===== config.mk =====
export PLATFORM = sky130hd
export DESIGN_NAME = heepsilon_pg_ack_gen
export DESIGN_NICKNAME = d
export VERILOG_FILES = /design/src/rtl/heepsilon_pkg.sv /design/src/rtl/heepsilon_pg_ack_chan.sv /design/src/rtl/heepsilon_pg_ack_gen.sv
export SDC_FILE = /design/constraint.sdc
export NUM_CORES = 1
export LEC_CHECK = 0
export CAP_MARGIN = 40
export CORE_UTILIZATION = 49
export CTS_BUF_LIST = sky130_fd_sc_hd__clkbuf_8
export CTS_CLUSTER_DIAMETER = 30
export DETAILED_ROUTE_END_ITERATION = 10
export GPL_ROUTABILITY_DRIVEN = 0
export PLACE_DENSITY = 0.86
export SLEW_MARGIN = 20
export SYNTH_ARGS = -nofsm -noshare
export SYNTH_HDL_FRONTEND = slang
export SYNTH_SLANG_ARGS = --single-unit

===== constraint.sdc =====
create_clock -name clk_i -period 2.3 [get_ports clk_i]
set_clock_uncertainty 0.05 [all_clocks]
set_input_delay 0.46 -clock clk_i [delete_from_list [all_inputs] [get_ports clk_i]]
set_output_delay 0.46 -clock clk_i [all_outputs]
set_load 0.01 [all_outputs]

===== src/rtl/heepsilon_pkg.sv =====
// heepsilon_pkg: shared powergate constants and ack channel state type.
package heepsilon_pkg;
  localparam int PG_NUM_DOMAINS = 2;
  localparam int PG_CNT_W = 8;
  localparam int PG_ON_DELAY = 8;
  localparam int PG_OFF_DELAY = 4;
  localparam int PG_DOM_CPU = 0;
  localparam int PG_DOM_PERIPH = 1;
  typedef enum logic {PG_IDLE, PG_RAMP} pg_ack_state_e;
endpackage


===== src/rtl/heepsilon_pg_ack_chan.sv =====
// heepsilon_pg_ack_chan: single-domain switch settle model with abort counting.
module heepsilon_pg_ack_chan
  import heepsilon_pkg::*;
#(
  parameter int CNT_W = PG_CNT_W,
  parameter int unsigned ON_DELAY = PG_ON_DELAY,
  parameter int unsigned OFF_DELAY = PG_OFF_DELAY,
  parameter logic RST_ACK_N = 1'b0,
  parameter int ABORT_W = 16
) (
  input  logic               clk_i,
  input  logic               rst_i,
  input  logic               switch_ni,
  input  logic               cfg_en_i,
  input  logic [CNT_W-1:0]   cfg_on_delay_i,
  input  logic [CNT_W-1:0]   cfg_off_delay_i,
  output logic               ack_no,
  output logic               busy_o,
  output logic [ABORT_W-1:0] abort_cnt_o
);
  pg_ack_state_e state_q, state_d;
  logic [CNT_W-1:0] cnt_q, cnt_d, dly;
  logic [ABORT_W-1:0] abort_q, abort_d;
  logic ack_q, ack_d, req;
  assign req = switch_ni != ack_q;
  assign dly = switch_ni ? (cfg_en_i ? cfg_off_delay_i : CNT_W'(OFF_DELAY))
                         : (cfg_en_i ? cfg_on_delay_i : CNT_W'(ON_DELAY));
  // A reverted request wins over the terminal count so ack never glitches.
  always_comb begin
    state_d = state_q;
    cnt_d = cnt_q;
    ack_d = ack_q;
    abort_d = abort_q;
    if (state_q == PG_IDLE) begin
      if (req) begin
        state_d = PG_RAMP;
        cnt_d = dly;
      end
    end else if (!req) begin
      state_d = PG_IDLE;
      abort_d = abort_q + ABORT_W'(~&abort_q);
    end else if (cnt_q == '0) begin
      state_d = PG_IDLE;
      ack_d = switch_ni;
    end else begin
      cnt_d = cnt_q - CNT_W'(1);
    end
  end
  always_ff @(posedge clk_i) begin
    if (rst_i) begin
      state_q <= PG_IDLE;
      cnt_q <= '0;
      ack_q <= RST_ACK_N;
      abort_q <= '0;
    end else begin
      state_q <= state_d;
      cnt_q <= cnt_d;
      ack_q <= ack_d;
      abort_q <= abort_d;
    end
  end
  assign ack_no = ack_q;
  assign busy_o = state_q == PG_RAMP;
  assign abort_cnt_o = abort_q;
endmodule


===== src/rtl/heepsilon_pg_ack_gen.sv =====
// heepsilon_pg_ack_gen: delayed powergate switch_ack_n feedback for every gated domain.
module heepsilon_pg_ack_gen
  import heepsilon_pkg::*;
#(
  parameter int NUM_DOMAINS = PG_NUM_DOMAINS,
  parameter int CNT_W = PG_CNT_W,
  parameter int unsigned ON_DELAY = PG_ON_DELAY,
  parameter int unsigned OFF_DELAY = PG_OFF_DELAY,
  parameter logic RST_ACK_N = 1'b0,
  parameter int ABORT_W = 16
) (
  input  logic                           clk_i,
  input  logic                           rst_i,
  input  logic [NUM_DOMAINS-1:0]         switch_ni,
  output logic [NUM_DOMAINS-1:0]         ack_no,
  input  logic                           cfg_en_i,
  input  logic [CNT_W-1:0]               cfg_on_delay_i,
  input  logic [CNT_W-1:0]               cfg_off_delay_i,
  output logic [NUM_DOMAINS-1:0]         busy_o,
  output logic [NUM_DOMAINS*ABORT_W-1:0] abort_cnt_o
);
  for (genvar g = 0; g < NUM_DOMAINS; g++) begin : g_chan
    heepsilon_pg_ack_chan #(
      .CNT_W(CNT_W),
      .ON_DELAY(ON_DELAY),
      .OFF_DELAY(OFF_DELAY),
      .RST_ACK_N(RST_ACK_N),
      .ABORT_W(ABORT_W)
    ) u_chan (
      .clk_i(clk_i),
      .rst_i(rst_i),
      .switch_ni(switch_ni[g]),
      .cfg_en_i(cfg_en_i),
      .cfg_on_delay_i(cfg_on_delay_i),
      .cfg_off_delay_i(cfg_off_delay_i),
      .ack_no(ack_no[g]),
      .busy_o(busy_o[g]),
      .abort_cnt_o(abort_cnt_o[g*ABORT_W +: ABORT_W])
    );
  end
endmodule


======== Word-level counts from Yosys, hierarchy flattened ========
Cells that the tools add are included.
cells by class
  reduce and logical (&&, ||, !) cells .... 12
  mux-type cells .......................... 20
  eq/ne operators ......................... 4
  add/sub/neg operators ................... 4
  bitwise operators ....................... 2
operator list
  operator                                                             number
  8-bit 2-to-1 mux                                                     12
  16-bit by 1-bit adder with 16-bit output                             2
  16-bit AND reduction                                                 2
  8-bit logical NOT                                                    2
  8-bit by 1-bit subtractor with 8-bit output (second input constant)  2
  1-bit 2-to-1 mux                                                     8
  2-bit AND reduction                                                  4
  3-bit AND reduction                                                  2
  2-bit inequality test (second input constant)                        2
  1-bit logical NOT                                                    2
  1-bit inequality test                                                2
  1-bit NOT                                                            2
word-level totals
  input bits .............................. 21
  word-level logic and storage cells ...... 50
  flip-flop bits (word level) ............. 52

======== Longest topological paths before layout ========
  word-level depth ........................ 4
  gate-level depth with buffers ........... 10
  depth with buffers taken out ............ 10

======== Cells and area by module ========
From an unflattened synthesis, not the netlist that was laid out.
unflattened totals
  cells, all modules ...................... 366
  area, all modules ....................... 2970.3 um2
by module, submodules not included
  module                                    sequential area each (um2)  area an instance (um2)  cells each  instances
  heepsilon_pg_ack_chan (g_chan[1].u_chan)  520.5                       1488.9                  185         1
  heepsilon_pg_ack_chan (g_chan[0].u_chan)  520.5                       1481.4                  181         1

======== Worst setup path after synthesis ========
OpenSTA, ideal clock, no wires.
  path type ............................... register to register
  start point ............................. register g_chan[1].u_chan.abort_q[4]
  end point ............................... register g_chan[1].u_chan.abort_q[12]
  setup slack ............................. -0.071 ns
  setup time .............................. 0.121 ns
  clock period less this slack ............ 2.371 ns
  stages on the path, launching flop included .. 11
  data arrival time ....................... 2.200 ns
  cell sequence ........................... dfxtp_1 > nand3_1 > or2_2 > nor2_1 > nand4_1 > ha_1 > ha_1 > nand4_1 > nor3_1 > nand3_1 > mux2_2
on the way
  word-level cells in the longest chain between the ends .. 3
RTL lines
  what                                        RTL line                     source
  start: declaration                          heepsilon_pg_ack_chan.sv:23  logic [ABORT_W-1:0] abort_q, abort_d;
  start signal: assignment                    heepsilon_pg_ack_chan.sv:59  abort_q <= abort_d;
  16-bit AND reduction                        heepsilon_pg_ack_chan.sv:41  abort_d = abort_q + ABORT_W'(~&abort_q);
  1-bit logical NOT                           heepsilon_pg_ack_chan.sv:41
  16-bit by 1-bit adder with 16-bit output *  heepsilon_pg_ack_chan.sv:41
Every way passes the cells marked *; elsewhere a longest branch is shown, timed or not.
A chain may end at the register's enable or synchronous reset.

======== Final worst setup path ========
  start point ............................. register g_chan[0].u_chan.abort_q[11]
  end point ............................... register g_chan[0].u_chan.abort_q[12]
on the way
  word-level cells in the longest chain between the ends .. 3
RTL lines
  what                                        RTL line
  start: declaration                          heepsilon_pg_ack_chan.sv:23
  start signal: assignment                    heepsilon_pg_ack_chan.sv:59
  16-bit AND reduction                        heepsilon_pg_ack_chan.sv:41
  1-bit logical NOT                           heepsilon_pg_ack_chan.sv:41
  16-bit by 1-bit adder with 16-bit output *  heepsilon_pg_ack_chan.sv:41
Marked as above.

==> metrics <==
async set-reset flop share out of synthesis 0%; Slew Limit Headroom 54.1%; Die ar. 6340 µm²; number of DRC violations after detailed-routing iteration 0 237; most frequent cell after synthesis dfxtp_1; Post-Route WL 7.91 mm; fin nets 483; post-DP HPWL 5.73 mm; Worst R2R End g_chan[0].u_chan.abort_cnt_o[12]; worst-margin pin slew 0.678 ns; part of the power in the clock network 32.8%; period utilisation layout 98.0%; post-route ant nets 0; CTS Buf Count 5; die width 79.6 µm; P_leak 0.00143 µW; clock-pin slew on the worst setup and hold paths 0.10 ns; H-tree Lvls 2; Max Cap Viol 0; R2R Setup Slk 0.05 ns; Synth top area share 35.3%; hold slack 0.446 ns; design area 4000 µm²; CORE AREA 5640 µm²; crit path to g_chan[0].u_chan.abort_cnt_o[12]; Crit Path Class register to register; largest net degree at the start of global routing 24; final hold vios 0; DP Area 3780 µm²; Worst R2R Path Depth 9; min Tclk post-route 2.25 ns; number of diodes 0; mean routed wirelength per cell 15.1 µm; internal power 1600 µW; largest cells by area after synthesis dfxtp_1 (35%), a21oi_1 (5.6%), nor2_1 (5.6%); clock root buffer clkbuf_8; fin cells 524; drt drc 0; worst-skew pair later-pin latency 0.31 ns; number of antenna violations at the first check in global routing 0; worst r2r src g_chan[0].u_chan.abort_cnt_o[11]; vias in the first global route 2961; global route overflow 0; syn_area_per_cell 7.97 µm²; DRT Pass-1 Iters 5; Seq/Total Area, Yosys 35.3%; number of synthesized flops with an enable pin 0; port bufs 56; area delta synth->final 35.7%; GRT Overall Usage 26.1%; crit end category register; CTS tree yes; cell count after placement 514; area leader, netlist dfxtp_1; vias post-DR 3126; Hold Crit Class register to register; first-pass GRT wire length 13.2 mm; sequential share of power 44.1%; post-synth cell types 46; CTS Sinks 52; Max Fanout on Critical Path 5; sw power 660 µW; max-slew violations 0; #FFs+latches synth 52; Initial Util 52.3%; main flop type after synthesis dfxtp_1; register area 1050 µm²; I/O pin cnt 57; Cells after Synth 370; PD cells 564 nW/µm²; Net Sw Frac 29.2%; clk buf depth 2; Setup Viol. Count Final 0; FP Rows 27; crit path DAT 2.45 ns; worst endpoint required time 2.50 ns; Peak Freq 0.444 GHz; run status completed; share of post-route cells with drive strength above 1 17.0%; area of the mapped netlist 2950 µm²; peak supply drop 291 µV; commonest cells in the netlist dfxtp_1 (52), nor2_1 (44), a21oi_1 (33); vias per inst 5.97; CP startpoint kind register; Synth Warn # 0; Comb pwr share 23.1%; fill count 424; footprint of the multi-input gates 1830 µm²; crit path launch g_chan[0].u_chan.abort_cnt_o[11]; Power, Total 2260 µW; syn_nets 401; die height 79.6 µm
[registers in the layout, indices dropped and copies added, names as in the netlist]
register                   flops
g_chan.u_chan.abort_cnt_o     32
g_chan.u_chan.cnt_q           16
g_chan.u_chan.ack_no           2
g_chan.u_chan.busy_o           2
[final cells by class]
cell class,count,area share [%]
Sequential cell,52,26.3
Inverter,12,1.13
Clock inverter,2,1.50
Clock buffer,5,1.72
Multi-Input combinational cell,285,45.7
Timing Repair Buffer,96,21.4
Tap cell,72,2.25
[per-stage QoR]
stage,utilization (%),setup TNS [ns],worst slack (ns)
2_1_floorplan,-,0,0.00969
3_3_place_gp,67.0,0,0.0465
3_5_place_dp,67.0,-0.0167,-0.0106
4_1_cts,69.4,0,0.00485
5_1_grt,71.0,-0.0983,-0.0287
6_report,71.0,0,0.0468
[worst max-delay path, cell delays in order, from the launching register on]
cell,delay [ns]
dfxtp_1,0.32
and4_1,0.21
nand4_1,0.15
or3_4,0.17
ha_4,0.14
ha_4,0.12
nand2_1,0.07
or3_4,0.40
or4_4,0.42
a21oi_1,0.14
[cells by family (layout without fill, tap and decap cells)]
family	Yosys count	count (layout)	synth area share, %
adders and majority gates	10	10	4.24
DFF	52	52	35.3
AOI/OAI and AO/OA	83	83	16.7
muxes	16	16	5.56
buffers and inverters	33	115	5.05
xor gates and xnor gates	21	21	6.49
and+or+nand+nor	155	155	26.7
[routing by layer]
metal | track usage [%] | part of all wire (%)
met5 | 0 | 0
met4 | 9.45 | 1.6
met3 | 4.00 | 5.3
met2 | 46.1 | 51
met1 | 31.7 | 42
[power groups by stage]
stage	Combinational (µW)	Sequential, µW	Clock [µW]
6_report	522	996	740
5_1_grt	578	1000	776
4_1_cts	511	994	740
3_5_place_dp	505	1010	0
3_3_place_gp	490	1010	0
2_1_floorplan	341	1000	0
[layout by cell type (no fill, tap or decap), types with 3 or more instances in the layout]
master and n:
a21oi_1 33, a31o_2 3, a31oi_1 4, and3_1 4
and4_1 3, buf_4 40, clkbuf_8 5, clkdlybuf4s50_1 55
dfxtp_1 43, dfxtp_2 8, ha_1 7, inv_1 11
mux2i_1 13, nand2_1 26, nand3_1 21, nand4_1 8
nor2_1 44, nor2b_1 4, nor3_1 9, nor4_1 7
nor4_2 3, nor4b_1 3, o211ai_1 3, o21ai_0 23
o22ai_1 5, o31ai_1 4, or3_1 8, xnor2_1 16
xor2_1 4
[timing repair]
| action | 4_1_cts | 5_1_grt |
|---|---|---|
| resized for setup | 1 | 17 |
| pin swaps | 1 | 4 |
| endpoints found under the setup margin | 3 | 10 |
| hold buffers | 0 | 0 |
| buffers inserted | 0 | 3 |
[worst min-delay path by stage]
| stage | startpoint | end | slack [ns] | depth (start not counted) |
|---|---|---|---|---|
| final | g_chan[1].u_chan.cnt_q[7] | g_chan[1].u_chan.cnt_q[7] | 0.45 | 2 |
| after global routing | g_chan[0].u_chan.abort_cnt_o[12] | g_chan[0].u_chan.abort_cnt_o[12] | 0.46 | 2 |
| after CTS | g_chan[1].u_chan.cnt_q[7] | g_chan[1].u_chan.cnt_q[7] | 0.45 | 2 |
| after detailed placement | g_chan[1].u_chan.cnt_q[7] | g_chan[1].u_chan.cnt_q[7] | 0.44 | 2 |
| after global placement | g_chan[1].u_chan.cnt_q[7] | g_chan[1].u_chan.cnt_q[7] | 0.43 | 2 |
| after floorplan | g_chan[1].u_chan.cnt_q[7] | g_chan[1].u_chan.cnt_q[7] | 0.41 | 2 |
Power figures use the tool's default switching activity.
